[config.mk]
export PLATFORM = sky130hd
export DESIGN_NAME = fetch_unit_flat
export DESIGN_NICKNAME = d
export VERILOG_FILES = /design/src/rtl/fetch_unit_pkg.sv /design/src/rtl/fetch_unit_if.sv /design/src/rtl/fetch_unit.sv /design/src/flat_wrapper.sv
export SDC_FILE = /design/constraint.sdc
export NUM_CORES = 1
export LEC_CHECK = 0
export BUFFER_PORTS_ARGS = -buffer_cell sky130_fd_sc_hd__clkbuf_2
export CAP_MARGIN = 15
export CORE_AREA = 8 8 102 127
export DETAILED_ROUTE_END_ITERATION = 10
export DIE_AREA = 0 0 110 135
export PLACE_DENSITY = 0.85
export SETUP_SLACK_MARGIN = 0.15
export SYNTH_ARGS = -nofsm -noshare
export SYNTH_HDL_FRONTEND = slang
export SYNTH_SLANG_ARGS = --single-unit
export TNS_END_PERCENT = 20
[constraint.sdc]
create_clock -name clk -period 4.3 [get_ports clk]
set_clock_uncertainty 0.15 [all_clocks]
set_input_delay 0.215 -clock clk [delete_from_list [all_inputs] [get_ports clk]]
set_output_delay 0.215 -clock clk [all_outputs]
set_load 0.01 [all_outputs]
[src/rtl/fetch_unit_pkg.sv]
// Shared types and constants for the half-word-serial fetch unit.
// Contents: fetch FSM state encoding, instruction/half-word byte sizes and
// the RV32I base opcode map used by the fetch and decode stages.
package fetch_unit_pkg;

    localparam int INST_LEN_BYTES = 4;
    localparam int HALF_BYTES     = 2;

    typedef enum logic [2:0] {
        S_IDLE     = 3'd0,
        S_FETCH_LO = 3'd1,
        S_FETCH_HI = 3'd2,
        S_ISSUE    = 3'd3,
        S_EXEC     = 3'd4
    } fetch_state_e;

    typedef enum logic [6:0] {
        OP_LOAD   = 7'h03,
        OP_IMM    = 7'h13,
        OP_AUIPC  = 7'h17,
        OP_STORE  = 7'h23,
        OP_REG    = 7'h33,
        OP_LUI    = 7'h37,
        OP_BRANCH = 7'h63,
        OP_JALR   = 7'h67,
        OP_JAL    = 7'h6F,
        OP_SYSTEM = 7'h73
    } opcode_e;

endpackage

[src/rtl/fetch_unit_if.sv]
// Instruction-memory port: request/valid handshake carrying one 16-bit
// half-word per transfer.
//   req    : fetch request, held until rvalid
//   addr   : half-word byte address
//   rvalid : read data valid for the pending request (may be same cycle)
//   rdata  : instruction half-word
// master = fetch unit side, slave = memory side.
interface fetch_unit_if #(
    parameter int XLEN = 32
);
    logic            req;
    logic [XLEN-1:0] addr;
    logic            rvalid;
    logic [15:0]     rdata;

    modport master (output req, output addr, input rvalid, input rdata);
    modport slave  (input req, input addr, output rvalid, output rdata);
endinterface

[src/rtl/fetch_unit.sv]
// Fetch unit for the half-word-serial RV32I core. Fetches each instruction
// as two half-words (low first), holds it for the whole instruction and
// advances or redirects the PC when execute retires it.
// Ports:
//   clk, rst_n   : core clock, async active-low reset
//   imem         : instruction-memory port (fetch_unit_if.master)
//   exe_done     : execute retires current instruction (1-cycle pulse)
//   jmp_valid    : redirect taken, qualified by exe_done
//   jmp_target   : redirect target
//   inst, opcode, funct3, funct7, pc : held instruction, fields, its PC
//   inst_valid   : instruction valid (ISSUE, EXEC)
//   first_cycle  : flop-driven strobe, high exactly during ISSUE
//   illegal      : inst[1:0] != 2'b11 while valid
//   misalign     : 1-cycle pulse when a redirect target is not word aligned
//
// state      | meaning
// S_IDLE     | post-reset bubble, no request
// S_FETCH_LO | requesting low half at pc
// S_FETCH_HI | requesting high half at pc+2
// S_ISSUE    | first cycle of instruction, first_cycle high
// S_EXEC     | instruction held until exe_done
module fetch_unit
    import fetch_unit_pkg::*;
#(
    parameter logic [31:0] RESET_PC = 32'h0000_0000,
    parameter int          XLEN     = 32
) (
    input  logic            clk,
    input  logic            rst_n,
    fetch_unit_if.master    imem,
    input  logic            exe_done,
    input  logic            jmp_valid,
    input  logic [XLEN-1:0] jmp_target,
    output logic [31:0]     inst,
    output logic [6:0]      opcode,
    output logic [2:0]      funct3,
    output logic [6:0]      funct7,
    output logic [XLEN-1:0] pc,
    output logic            inst_valid,
    output logic            first_cycle,
    output logic            illegal,
    output logic            misalign
);

    fetch_state_e    state;
    logic [XLEN-1:0] pc_q;
    logic [XLEN-1:0] addr_q;
    logic [31:0]     inst_q;
    logic            req_q;
    logic            valid_q;
    logic            first_q;
    logic            misalign_q;

    // Request and address are registered so they stay stable across wait
    // states and drop the instant reset is asserted.
    always_ff @(posedge clk or negedge rst_n) begin
        if (!rst_n) begin
            state      <= S_IDLE;
            pc_q       <= RESET_PC;
            addr_q     <= RESET_PC;
            inst_q     <= '0;
            req_q      <= 1'b0;
            valid_q    <= 1'b0;
            first_q    <= 1'b0;
            misalign_q <= 1'b0;
        end else begin
            misalign_q <= 1'b0;
            case (state)
                S_IDLE: begin
                    state  <= S_FETCH_LO;
                    req_q  <= 1'b1;
                    addr_q <= pc_q;
                end
                S_FETCH_LO: begin
                    if (imem.rvalid) begin
                        inst_q[15:0] <= imem.rdata;
                        addr_q       <= pc_q + XLEN'(HALF_BYTES);
                        state        <= S_FETCH_HI;
                    end
                end
                S_FETCH_HI: begin
                    if (imem.rvalid) begin
                        inst_q[31:16] <= imem.rdata;
                        req_q         <= 1'b0;
                        valid_q       <= 1'b1;
                        first_q       <= 1'b1;
                        state         <= S_ISSUE;
                    end
                end
                S_ISSUE: begin
                    first_q <= 1'b0;
                    state   <= S_EXEC;
                end
                S_EXEC: begin
                    if (exe_done) begin
                        valid_q <= 1'b0;
                        req_q   <= 1'b1;
                        state   <= S_FETCH_LO;
                        if (jmp_valid) begin
                            // Low bits are dropped; the core only supports word-aligned PCs.
                            pc_q       <= {jmp_target[XLEN-1:2], 2'b00};
                            addr_q     <= {jmp_target[XLEN-1:2], 2'b00};
                            misalign_q <= |jmp_target[1:0];
                        end else begin
                            pc_q   <= pc_q + XLEN'(INST_LEN_BYTES);
                            addr_q <= pc_q + XLEN'(INST_LEN_BYTES);
                        end
                    end
                end
                default: begin
                    state   <= S_IDLE;
                    req_q   <= 1'b0;
                    valid_q <= 1'b0;
                    first_q <= 1'b0;
                end
            endcase
        end
    end

    assign imem.req    = req_q;
    assign imem.addr   = addr_q;

    assign inst        = inst_q;
    assign opcode      = inst_q[6:0];
    assign funct3      = inst_q[14:12];
    assign funct7      = inst_q[31:25];
    assign pc          = pc_q;
    assign inst_valid  = valid_q;
    assign first_cycle = first_q;
    assign misalign    = misalign_q;
    // Illegal instructions are still issued; downstream decides what to do.
    assign illegal     = valid_q && (inst_q[1:0] != 2'b11);

endmodule

[src/flat_wrapper.sv]
// flat-port wrapper written by rule: the top's interface ports become plain ports
module fetch_unit_flat import fetch_unit_pkg::*;
#(
    parameter logic [31:0] RESET_PC = 32'h0000_0000,
    parameter int          XLEN     = 32
)
  (clk, rst_n, exe_done, jmp_valid, jmp_target, inst, opcode, funct3, funct7, pc, inst_valid, first_cycle, illegal, misalign, imem_req, imem_addr, imem_rvalid, imem_rdata);
  fetch_unit_if #(.XLEN(XLEN)) imem_i ();
  input  logic clk;
  input  logic rst_n;
  input  logic exe_done;
  input  logic jmp_valid;
  input  logic [XLEN-1:0] jmp_target;
  output logic [31:0] inst;
  output logic [6:0] opcode;
  output logic [2:0] funct3;
  output logic [6:0] funct7;
  output logic [XLEN-1:0] pc;
  output logic inst_valid;
  output logic first_cycle;
  output logic illegal;
  output logic misalign;
  output wire logic [$bits(imem_i.req)-1:0] imem_req;
  output wire logic [$bits(imem_i.addr)-1:0] imem_addr;
  input wire logic [$bits(imem_i.rvalid)-1:0] imem_rvalid;
  input wire logic [$bits(imem_i.rdata)-1:0] imem_rdata;
  assign imem_req = imem_i.req;
  assign imem_addr = imem_i.addr;
  assign imem_i.rvalid = imem_rvalid;
  assign imem_i.rdata = imem_rdata;
  fetch_unit #(.RESET_PC(RESET_PC), .XLEN(XLEN)) u_core (.clk(clk), .rst_n(rst_n), .imem(imem_i), .exe_done(exe_done), .jmp_valid(jmp_valid), .jmp_target(jmp_target), .inst(inst), .opcode(opcode), .funct3(funct3), .funct7(funct7), .pc(pc), .inst_valid(inst_valid), .first_cycle(first_cycle), .illegal(illegal), .misalign(misalign));
endmodule
==> out/metrics.yaml <==
status: "finished, final reports clean"
comb_power_share_pct: 43.7
numPortBuffers: 170
cts_tree: "built"
critical_path_buf_inv_count: 0
syn_area_um2: 6090
grt_max_degree: 67
antenna_found_initial: 0
die_w_um: 110
grt_pass1_wl_um: 31300
synth_edf_count: 0
setup_viol: 0
drive_above_1_share_pct: 30.4
postLayoutCellArea_um2: 7320
grt_pass1_vias: 5946
max-vdd-ir-drop_v: 0.000438
synth.top_cell.area_share_pct: 42.3
fin_cells: 961
synth_area_leaders: "dfrtp_1 42%, mux2_2 6.3%, o21ai_0 4.7%"
cts_max_level: 3
clkTransAtPathRegs_ps: 70
post-place-ws_ps: 1590
synth-seq-area-share_pct: 42.3
max_freq_mhz: 359
p_sw_mw: 2.25
cts-root-buf: "clkbuf_16"
cts.sinks: 103
hp-class: "input pin to register"
max_stage_delay_ps: 830
coreArea_um2: 10900
clock_latency_ps: 350
crit_arrival_ps: 2870
start_kind: "register"
layout_commonest_cell: "clkbuf_2"
start_util_pct: 55.8
gr-total-overflow: 0
nets: 876
synth_top_area_cell: "dfrtp_1"
synth_area_per_cell_um2: 8.88
final.min_clock_period_ps: 2790
wl_um: 19800
rsz0062_at_grt: "no"
dieArea_um2: 14900
timing.final.crit_share_pct: 64.8
synthFlopType: "dfrtp_1"
pwr_density_cell_nw_per_um2: 701
vias: 5948
rows: 43
synth-warning-count: 0
route.detailed.drc: 0
numCtsBuffers: 9
syn_to_final_growth_pct: 20.1
yosysUniqueCellTypes: 67
fillers: 904
maxCapViolCount: 0
register_area_um2: 2580
first_pass_iters: 7
fp.dieH_um: 135
multi_input_area_um2: 3120
worst_pin_slew_ps: 1120
crit_type: "register to register"
crit_path_end_kind: "register"
async_reset_ff_share_pct: 100
critPathMaxFanout: 25
hpwl_um: 14300
synth_fp_nets: 741
grt_usage_pct: 26.7
ys_seq_elements: 103
internal-power_mw: 2.89
slew_headroom_pct: 25.1
critPathRequiredTime_ps: 4390
via_per_inst: 6.19
layout_setup_ws_ps: 1510
crit_family: "simple AND/OR/NAND/NOR gates"
seqPwrFrac_pct: 39.0
cts_buffer_depth: 2
fin_tns_setup_ps: 0
dpl-instance-area_um2: 6810
wl_per_cell_um: 20.6
num_io_pins: 171
hold_violations: 0
dp_cells: 926
report.final.slew_viol_count: 0
leakagePower_nw: 3.28
crit_chain: "or3b_2 > nor2_1 > nand2_1 > and2_1"
layout_common_cells: "169 x clkbuf_2, 103 x dfrtp_1, 76 x nand2_1, 75 x nor2_1, 57 x o21ai_0"
initialDrtViolationCount: 370
syn_inst: 686
detail-route-antenna-nets: 0
diodes: 0
pwr-share-clk_pct: 17.4
post_cts_buffers: 0
place_congestion: 1.01
sw_frac_of_total_pct: 43.8
crit_slowest_cell: "or3b_2"
[worst register-to-register path: stages, from the launching register on]
cell and delay [ps]:
dfrtp_1 550, or3b_2 830, nor2_1 660, nand2_1 260
and2_1 230
[stage by stage]
step                utilization, %  hold slack, ps  power [mW]
detailed placement            62.4             231        4.22
global placement              62.4             216        4.13
floorplan                        -            -231        3.38
CTS                           67.0            32.1        5.12
finish                        67.0            27.9        5.13
global route                  67.0            51.3        5.46
[synth_stat cells, types with 5 or more instances]
cell / count
dfrtp_1: 103
nand2_1: 76
nor2_1: 75
o21ai_0: 57
a21oi_1: 45
mux2_2: 34
clkbuf_1: 32
buf_4: 21
nor3_1: 19
buf_2: 17
nand3_1: 17
nand4_1: 17
a31oi_1: 14
nand2b_1: 10
o211ai_1: 10
mux2i_1: 9
xnor2_1: 7
xor2_1: 7
nor4_1: 6
and2_1: 5
inv_1: 5
o21a_1: 5
[worst paths after layout]
path	startpoint	endpoint	slack [ps]	cells after the start
worst max-delay path	u_core.state[1]$_DFFE_PN0P_	u_core.pc[1]$_DFFE_PN0P_	1510	4
worst min-delay path	jmp_target[10]	u_core.pc[10]$_DFFE_PN0P_	30	3
worst max register to register	u_core.state[1]$_DFFE_PN0P_	u_core.pc[1]$_DFFE_PN0P_	1510	4
max in group asynchronous	rst_n	u_core.pc[3]$_DFFE_PN0P_	2620	3
worst min register to register	u_core.imem.addr[0]$_DFFE_PN0P_	u_core.imem.addr[0]$_DFFE_PN0P_	330	2
min in group asynchronous	rst_n	u_core.pc[28]$_DFFE_PN0P_	380	2
[repair_timing]
item | in CTS | in global routing
resized for setup | 0 | 0
hold buffers | 19 | 0
hold endpoints to repair | 98 | 0
endpoints found under the setup margin | 0 | 0
[sequential cells by signal, indices dropped and copies added, names as in the netlist]
signal / count
u_core.imem.addr: 32
u_core.inst: 32
u_core.pc: 32
u_core.state: 3
u_core.first_cycle: 1
u_core.imem.req: 1
u_core.inst_valid: 1
u_core.misalign: 1
[kinds of logic after synthesis]
group,share of synthesized area (%)
AND/OR/NAND/NOR,21.9
buffers and inverters,6.59
adder cells (fa/ha/maj),0.411
AO/OA/AOI/OAI,18.6
flip-flops,42.3
multiplexers,8.13
XOR/XNOR,2.01
[layer usage]
| metal | global-route usage, % | wire length, um | vias to the layer above |
|---|---|---|---|
| met2 | 44.5 | 9710 | 345 |
| met3 | 7.73 | 1930 | 74 |
| li1 | - | - | 2725 |
| met5 | 0 | 0 | - |
| met4 | 13.1 | 908 | 0 |
| met1 | 30.2 | 7270 | 2804 |
[power by group through the flow]
stage	logic, mW	clock network [mW]	registers [mW]
5_1_grt	2.45	0.937	2.07
3_3_place_gp	2.17	0	1.96
4_1_cts	2.25	0.894	1.98
6_report	2.24	0.892	2.00
3_5_place_dp	2.22	0	1.99
2_1_floorplan	1.49	0	1.90
[final cells by class]
type	instances	area share [%]
flip-flops and latches	103	35.2
well taps	135	2.31
inverters	6	0.308
multi-input cells	503	42.7
clock buffers	9	3.08
repair buffers	198	15.2
clock inverters	7	1.26
No activity file was read; power rests on OpenSTA's default activity.
